<file path="config.mk">
export PLATFORM = sky130hd
export DESIGN_NAME = vga_pixel_addr_gen
export DESIGN_NICKNAME = d
export VERILOG_FILES = /design/src/rtl/vga_pkg.sv /design/src/rtl/vga_row_base_acc.sv /design/src/rtl/vga_pixel_addr_gen.sv
export SDC_FILE = /design/constraint.sdc
export NUM_CORES = 1
export LEC_CHECK = 0
export BUFFER_PORTS_ARGS = -buffer_cell sky130_fd_sc_hd__buf_2
export CORE_AREA = 2 2 79 89
export CTS_CLUSTER_DIAMETER = 200
export CTS_CLUSTER_SIZE = 20
export DETAILED_ROUTE_END_ITERATION = 8
export DIE_AREA = 0 0 81 91
export PLACE_DENSITY = 0.57
export SLEW_MARGIN = 5
export SYNTH_ARGS = -nofsm -noshare
export SYNTH_HDL_FRONTEND = slang
export SYNTH_SLANG_ARGS = --single-unit
</file>
<file path="constraint.sdc">
create_clock -name clk -period 4.85 [get_ports clk]
set_input_delay 0.485 -clock clk [delete_from_list [all_inputs] [get_ports clk]]
set_output_delay 0.485 -clock clk [all_outputs]
set_load 0.01 [all_outputs]
</file>
<file path="src/rtl/vga_pkg.sv">
// Shared VGA constants and frame sizing helper for the pixel address path.
package vga_pkg;

   localparam int unsigned H_ACTIVE_640 = 640;
   localparam int unsigned V_ACTIVE_480 = 480;
   localparam int unsigned CNT_W        = 10;

   // Number of source words in one frame after pixel replication is undone.
   function automatic longint unsigned frame_words(input longint unsigned h,
                                                   input longint unsigned v,
                                                   input int unsigned     s);
      return (h >> s) * (v >> s);
   endfunction

endpackage

</file>
<file path="src/rtl/vga_row_base_acc.sv">
// Row-base accumulator: load / add-step / hold register with a bypass of the
// value being written so consumers see the new base in the same cycle.
module vga_row_base_acc #(
   parameter int unsigned       ADDR_W  = 19,
   parameter logic [ADDR_W-1:0] RST_VAL = '0,
   parameter logic [ADDR_W-1:0] STEP    = '0
) (
   input  logic              clk,
   input  logic              rst,
   input  logic              i_load,
   input  logic [ADDR_W-1:0] i_load_val,
   input  logic              i_inc,
   output logic [ADDR_W-1:0] o_row_base_nxt
);

   logic [ADDR_W-1:0] r_row_base;
   logic [ADDR_W-1:0] w_next;

   always_comb begin
      w_next = r_row_base;
      if (i_load) begin
         w_next = i_load_val;
      end else if (i_inc) begin
         w_next = r_row_base + STEP;
      end
   end

   always_ff @(posedge clk) begin
      if (rst) begin
         r_row_base <= RST_VAL;
      end else begin
         r_row_base <= w_next;
      end
   end

   assign o_row_base_nxt = w_next;

endmodule

</file>
<file path="src/rtl/vga_pixel_addr_gen.sv">
// Frame-buffer read address generator driven by VGA h/v counters.
// Optional double buffering is enabled with `define VGA_DOUBLE_BUFFER_EN.
module vga_pixel_addr_gen
   import vga_pkg::*;
#(
   parameter int unsigned     H_ACTIVE   = H_ACTIVE_640,
   parameter int unsigned     V_ACTIVE   = V_ACTIVE_480,
   parameter int unsigned     ADDR_W     = 19,
   parameter int unsigned     SCALE_LOG2 = 0,
   parameter longint unsigned BASE_ADDR  = 0
) (
   input  logic              clk,
   input  logic              rst,
   input  logic [CNT_W-1:0]  hCounter,
   input  logic [CNT_W-1:0]  vCounter,
   output logic [ADDR_W-1:0] addr,
   output logic              addr_valid,
   output logic              line_start,
   output logic              frame_start
`ifdef VGA_DOUBLE_BUFFER_EN
   ,
   input  logic              buf_sel,
   output logic              buf_active
`endif
);

   localparam longint unsigned   FRAME_WORDS = frame_words(H_ACTIVE, V_ACTIVE, SCALE_LOG2);
   localparam logic [ADDR_W-1:0] BASE        = ADDR_W'(BASE_ADDR);
   localparam logic [ADDR_W-1:0] LINE_WORDS  = ADDR_W'(H_ACTIVE >> SCALE_LOG2);
   localparam logic [CNT_W-1:0]  H_ACT_C     = CNT_W'(H_ACTIVE);
   localparam logic [CNT_W-1:0]  V_ACT_C     = CNT_W'(V_ACTIVE);
   localparam logic [CNT_W-1:0]  V_MASK      = CNT_W'((32'd1 << SCALE_LOG2) - 32'd1);

   if (BASE_ADDR + FRAME_WORDS > (64'd1 << ADDR_W)) begin : g_size_chk
      $error("vga_pixel_addr_gen: frame does not fit in ADDR_W address space");
   end

   logic              r_synced;
   logic [ADDR_W-1:0] r_addr;
   logic              r_valid;
   logic              r_line_start;
   logic              r_frame_start;

   logic              w_at00;
   logic              w_line0;
   logic              w_act;
   logic              w_sync_ok;
   logic              w_inc;
   logic [ADDR_W-1:0] w_base;
   logic [ADDR_W-1:0] w_rb;
   logic [ADDR_W-1:0] w_hoff;

   assign w_at00    = (hCounter == '0) && (vCounter == '0);
   assign w_line0   = (hCounter == '0) && (vCounter < V_ACT_C);
   assign w_act     = (hCounter < H_ACT_C) && (vCounter < V_ACT_C);
   assign w_sync_ok = r_synced || w_at00;
   // Replicated lines (non-zero low bits of vCounter) reuse the previous source row.
   assign w_inc     = w_line0 && (vCounter != '0) && ((vCounter & V_MASK) == '0);
   assign w_hoff    = ADDR_W'(hCounter >> SCALE_LOG2);

`ifdef VGA_DOUBLE_BUFFER_EN
   logic r_buf_active;
   logic w_buf_nxt;

   // The buffer choice taken at (0,0) already steers that cycle's row-base load.
   assign w_buf_nxt  = w_at00 ? buf_sel : r_buf_active;
   assign w_base     = w_buf_nxt ? (BASE + ADDR_W'(FRAME_WORDS)) : BASE;
   assign buf_active = r_buf_active;

   always_ff @(posedge clk) begin
      if (rst) begin
         r_buf_active <= 1'b0;
      end else begin
         r_buf_active <= w_buf_nxt;
      end
   end
`else
   assign w_base = BASE;
`endif

   vga_row_base_acc #(
      .ADDR_W  (ADDR_W),
      .RST_VAL (BASE),
      .STEP    (LINE_WORDS)
   ) u_row_base (
      .clk            (clk),
      .rst            (rst),
      .i_load         (w_at00),
      .i_load_val     (w_base),
      .i_inc          (w_inc),
      .o_row_base_nxt (w_rb)
   );

   always_ff @(posedge clk) begin
      if (rst) begin
         r_addr        <= BASE;
         r_valid       <= 1'b0;
         r_line_start  <= 1'b0;
         r_frame_start <= 1'b0;
         r_synced      <= 1'b0;
      end else begin
         if (w_act) begin
            r_addr <= w_rb + w_hoff;
         end
         r_valid       <= w_act && w_sync_ok;
         r_line_start  <= w_line0 && w_sync_ok;
         r_frame_start <= w_at00;
         if (w_at00) begin
            r_synced <= 1'b1;
         end
      end
   end

   assign addr        = r_addr;
   assign addr_valid  = r_valid;
   assign line_start  = r_line_start;
   assign frame_start = r_frame_start;

endmodule

</file>
==> metrics <==
Final Cycle Share=83.26%; Die X=~80 um; CTS Hold Buffers Added=0; Critical Path RT=about 5 ns; area grow syn2layout=13.28%; drt drc=0; VDD IR max=0.1574 mV; fin worst setup slack=0.8121 ns; die area=around 7400 um2; Post-synth ARST share=0%; CTS resizes=0; met1 WL=2.818 mm; Mapped Area=2506 um2; clock network power share=35.5%; Worst-Skew Late Latency=0.31 ns; Clock Sinks=42; Max Cap Viol=0; Initial Util=about two fifths; ys flop type=dfxtp_1; synthesized instance count=a little under 300; Pre-Repair DR Iteration Count=4; Max-Slew Margin vs Limit=45.78%; fillcell total=roughly 700; final hold vios=0; metal2 WL=3.002 mm; WP buf/inv=2; first-pass GRT wire length=around 11 mm; drt first-iter violations=between 150 and 200; final WL=a little over 6 mm; PortBufs=43; HPWL Detailed=~4.6 mm; syn_area_per_cell=8.524 um2; status=complete, no violations; Setup Crit Path Kind=in -> reg; Comb pwr share=a little over a tenth; Reg clk slew, reported paths=~0.1 ns; WL per Instance=~15 um; top-count cell post-synth=dfxtp_1; Post-synth top cells=dfxtp_1, nor2_1, nand2_1, a21oi_1; endpoints failing setup=0; Sequential Power Share=53.9%; Worst Skew=0.01534 ns; P_leak=between 1 and 1.5 nW; initial antenna violation count=0; unrepaired setup endpoints after global routing=no; post-DR vias/cell=~5.4; post-place setup slack=~0.56 ns; Yosys top cell area share=33.55%; fmax=between 200 and 250 MHz; Worst-Margin Slew=approximately 0.8 ns; CP max stage cell=or2_2; CTS tree=built; Post-Syn Nets=approximately 330; via count=around 2200; Distinct cells, synth=57; overall power=approximately 0.66 mW; ANT cells=0; # rows=31; met3 WL post-DR=approximately 180 um; Total Neg Setup Slack=0 ns; Longest Clk Path Bufs=2; Syn. warnings=0; crit path DAT=roughly 4.3 ns; total gr overflow=0; placed inst area=between 2000 and 3000 um2; clk root buf=clkbuf_8; switching share of total power=~27%; peak per-stage delay on the critical path=roughly 0.56 ns; largest net degree at the start of global routing=42; post-route cell area=about 2800 um2; Inserted Clock Buffers=5; antenna-violating nets left=0; flops & latches, synth=between 40 and 50; crit path time final=around 4.0 ns; PD cells=approximately 230 nW/um2; layout cells sized above 1=roughly a fifth; final net count=365; Placer Congestion=0.8391; total internal power=0.4817 mW; Max Slew Vio Count=0; number of global-route vias before repair=2255; Core Area=between 6000 and 7000 um2; Top delay family on crit path=simple AND/OR/NAND/NOR gates; Hold WC Path Type=reg -> reg; Setup Buffers After CTS=0; startpoint types=input pin; highest routed layer=met4; area leader, netlist=dfxtp_1; Worst setup EP type=register; number of flops mapped to enable cells by yosys=0; Die Y=between 90 and 100 um; GR Util All Layers=approximately a fifth; Area contributors post-synth=dfxtp_1, nor2_1, ha_1; Seq/Total Area, Yosys=between 30 and 40%; I/O pin count=between 40 and 50; worst-path maximum fanout=13; H-tree Lvls=2; Final Util=approximately 44%; cells along the critical path=buf_2 > nor4_1 > nand4_1 > or2_2 > and2_1 > ha_1 > inv_1 > fa_1 > nor2b_1 > o31a_1 > o221a_2 > o211ai_1 > nand2_1 > a31o_1 > a311oi_1; P_sw=between 0.15 and 0.2 mW
-- area by class of cell --
| class | count | area [um2] | share of cell area [%] |
|---|---|---|---|
| Clock buffer | 6 | 72.57 | 2.556 |
| Clock inverter | 2 | 13.76 | 0.4848 |
| Inverter | 5 | 18.77 | 0.6611 |
| Multi-Input combinational cell | 233 | 1568 | 55.22 |
| Sequential cell | 42 | 840.8 | 29.62 |
| Tap cell | 82 | 102.6 | 3.614 |
| Timing Repair Buffer | 44 | 222.7 | 7.845 |
-- layout by cell type, fill, tap and decap left out, types with 3 or more instances in the layout --
master | synthesis | layout
inv_1 | 5 | 5
a211oi_1 | 6 | 6
or2_2 | 3 | 3
clkbuf_8 | 0 | 5
a21oi_1 | 17 | 17
nand3_1 | 8 | 8
nor2_1 | 40 | 40
nor2b_1 | 11 | 11
o221a_2 | 3 | 3
xor2_1 | 4 | 4
xnor2_1 | 9 | 9
and3_1 | 4 | 4
a21o_1 | 3 | 3
nor4_1 | 6 | 6
nand4b_1 | 3 | 3
o21bai_1 | 4 | 4
nor3_1 | 8 | 8
and2_1 | 7 | 7
a211o_1 | 4 | 4
and4_1 | 3 | 3
ha_1 | 11 | 11
o21a_1 | 3 | 3
buf_2 | 0 | 43
o21ai_0 | 10 | 10
nand2_1 | 24 | 24
nand4_1 | 5 | 5
dfxtp_1 | 42 | 42
-- worst min-delay path, cell delays in order (launching register included) --
cell,delay [ns]
dfxtp_1,0.31
nand2_1,0.05
a21oi_1,0.05
-- path summary, 6_finish.rpt --
path                            startpoint  endpoint  slack (ns)  depth (start not counted)
setup / recovery               vCounter[1]  addr[18]        0.81                         15
setup reg to reg  u_row_base.r_row_base[0]  addr[18]        2.21                         11
hold reg to reg                    addr[0]   addr[0]        0.45                          2
hold / removal                     addr[0]   addr[0]        0.45                          2
-- per-stage QoR --
| stage | std cells | hold WS, ns |
|---|---|---|
| after floorplan | 294 | 0.4539 |
| after global placement | 406 | 0.4375 |
| after detailed placement | 406 | 0.4428 |
| final | 414 | 0.4550 |
| after CTS | 414 | 0.4594 |
| after global routing | 414 | 0.4688 |
-- power by group through the flow --
stage	sequential, mW	combinational (mW)	clock (mW)
floorplan	0.368	0.0355	0
global placement	0.365	0.0703	0
detailed placement	0.365	0.0709	0
CTS	0.357	0.0713	0.237
global route	0.358	0.0780	0.252
finish	0.357	0.0702	0.234
-- layer usage --
layer	up-vias	GRT usage, %
li1	1144	-
met1	1043	23.01
met2	41	31.20
met3	16	3.280
met4	0	8.051
met5	-	0
-- logic make-up after synthesis --
logic type      synth area share, %
compound gates                20.72
flops                         33.55
simple gates                  29.71
buf+inv                       3.894
fa+ha+maj                     6.291
mux                           1.298
xor+xnor                      4.543
-- state kept, by name (all words and copies together), names as in the netlist --
register	flops
u_row_base.r_row_base	19
line_start	1
addr_valid	1
addr	19
r_synced	1
frame_start	1
Note: power is estimated with default switching activity, not from simulation.
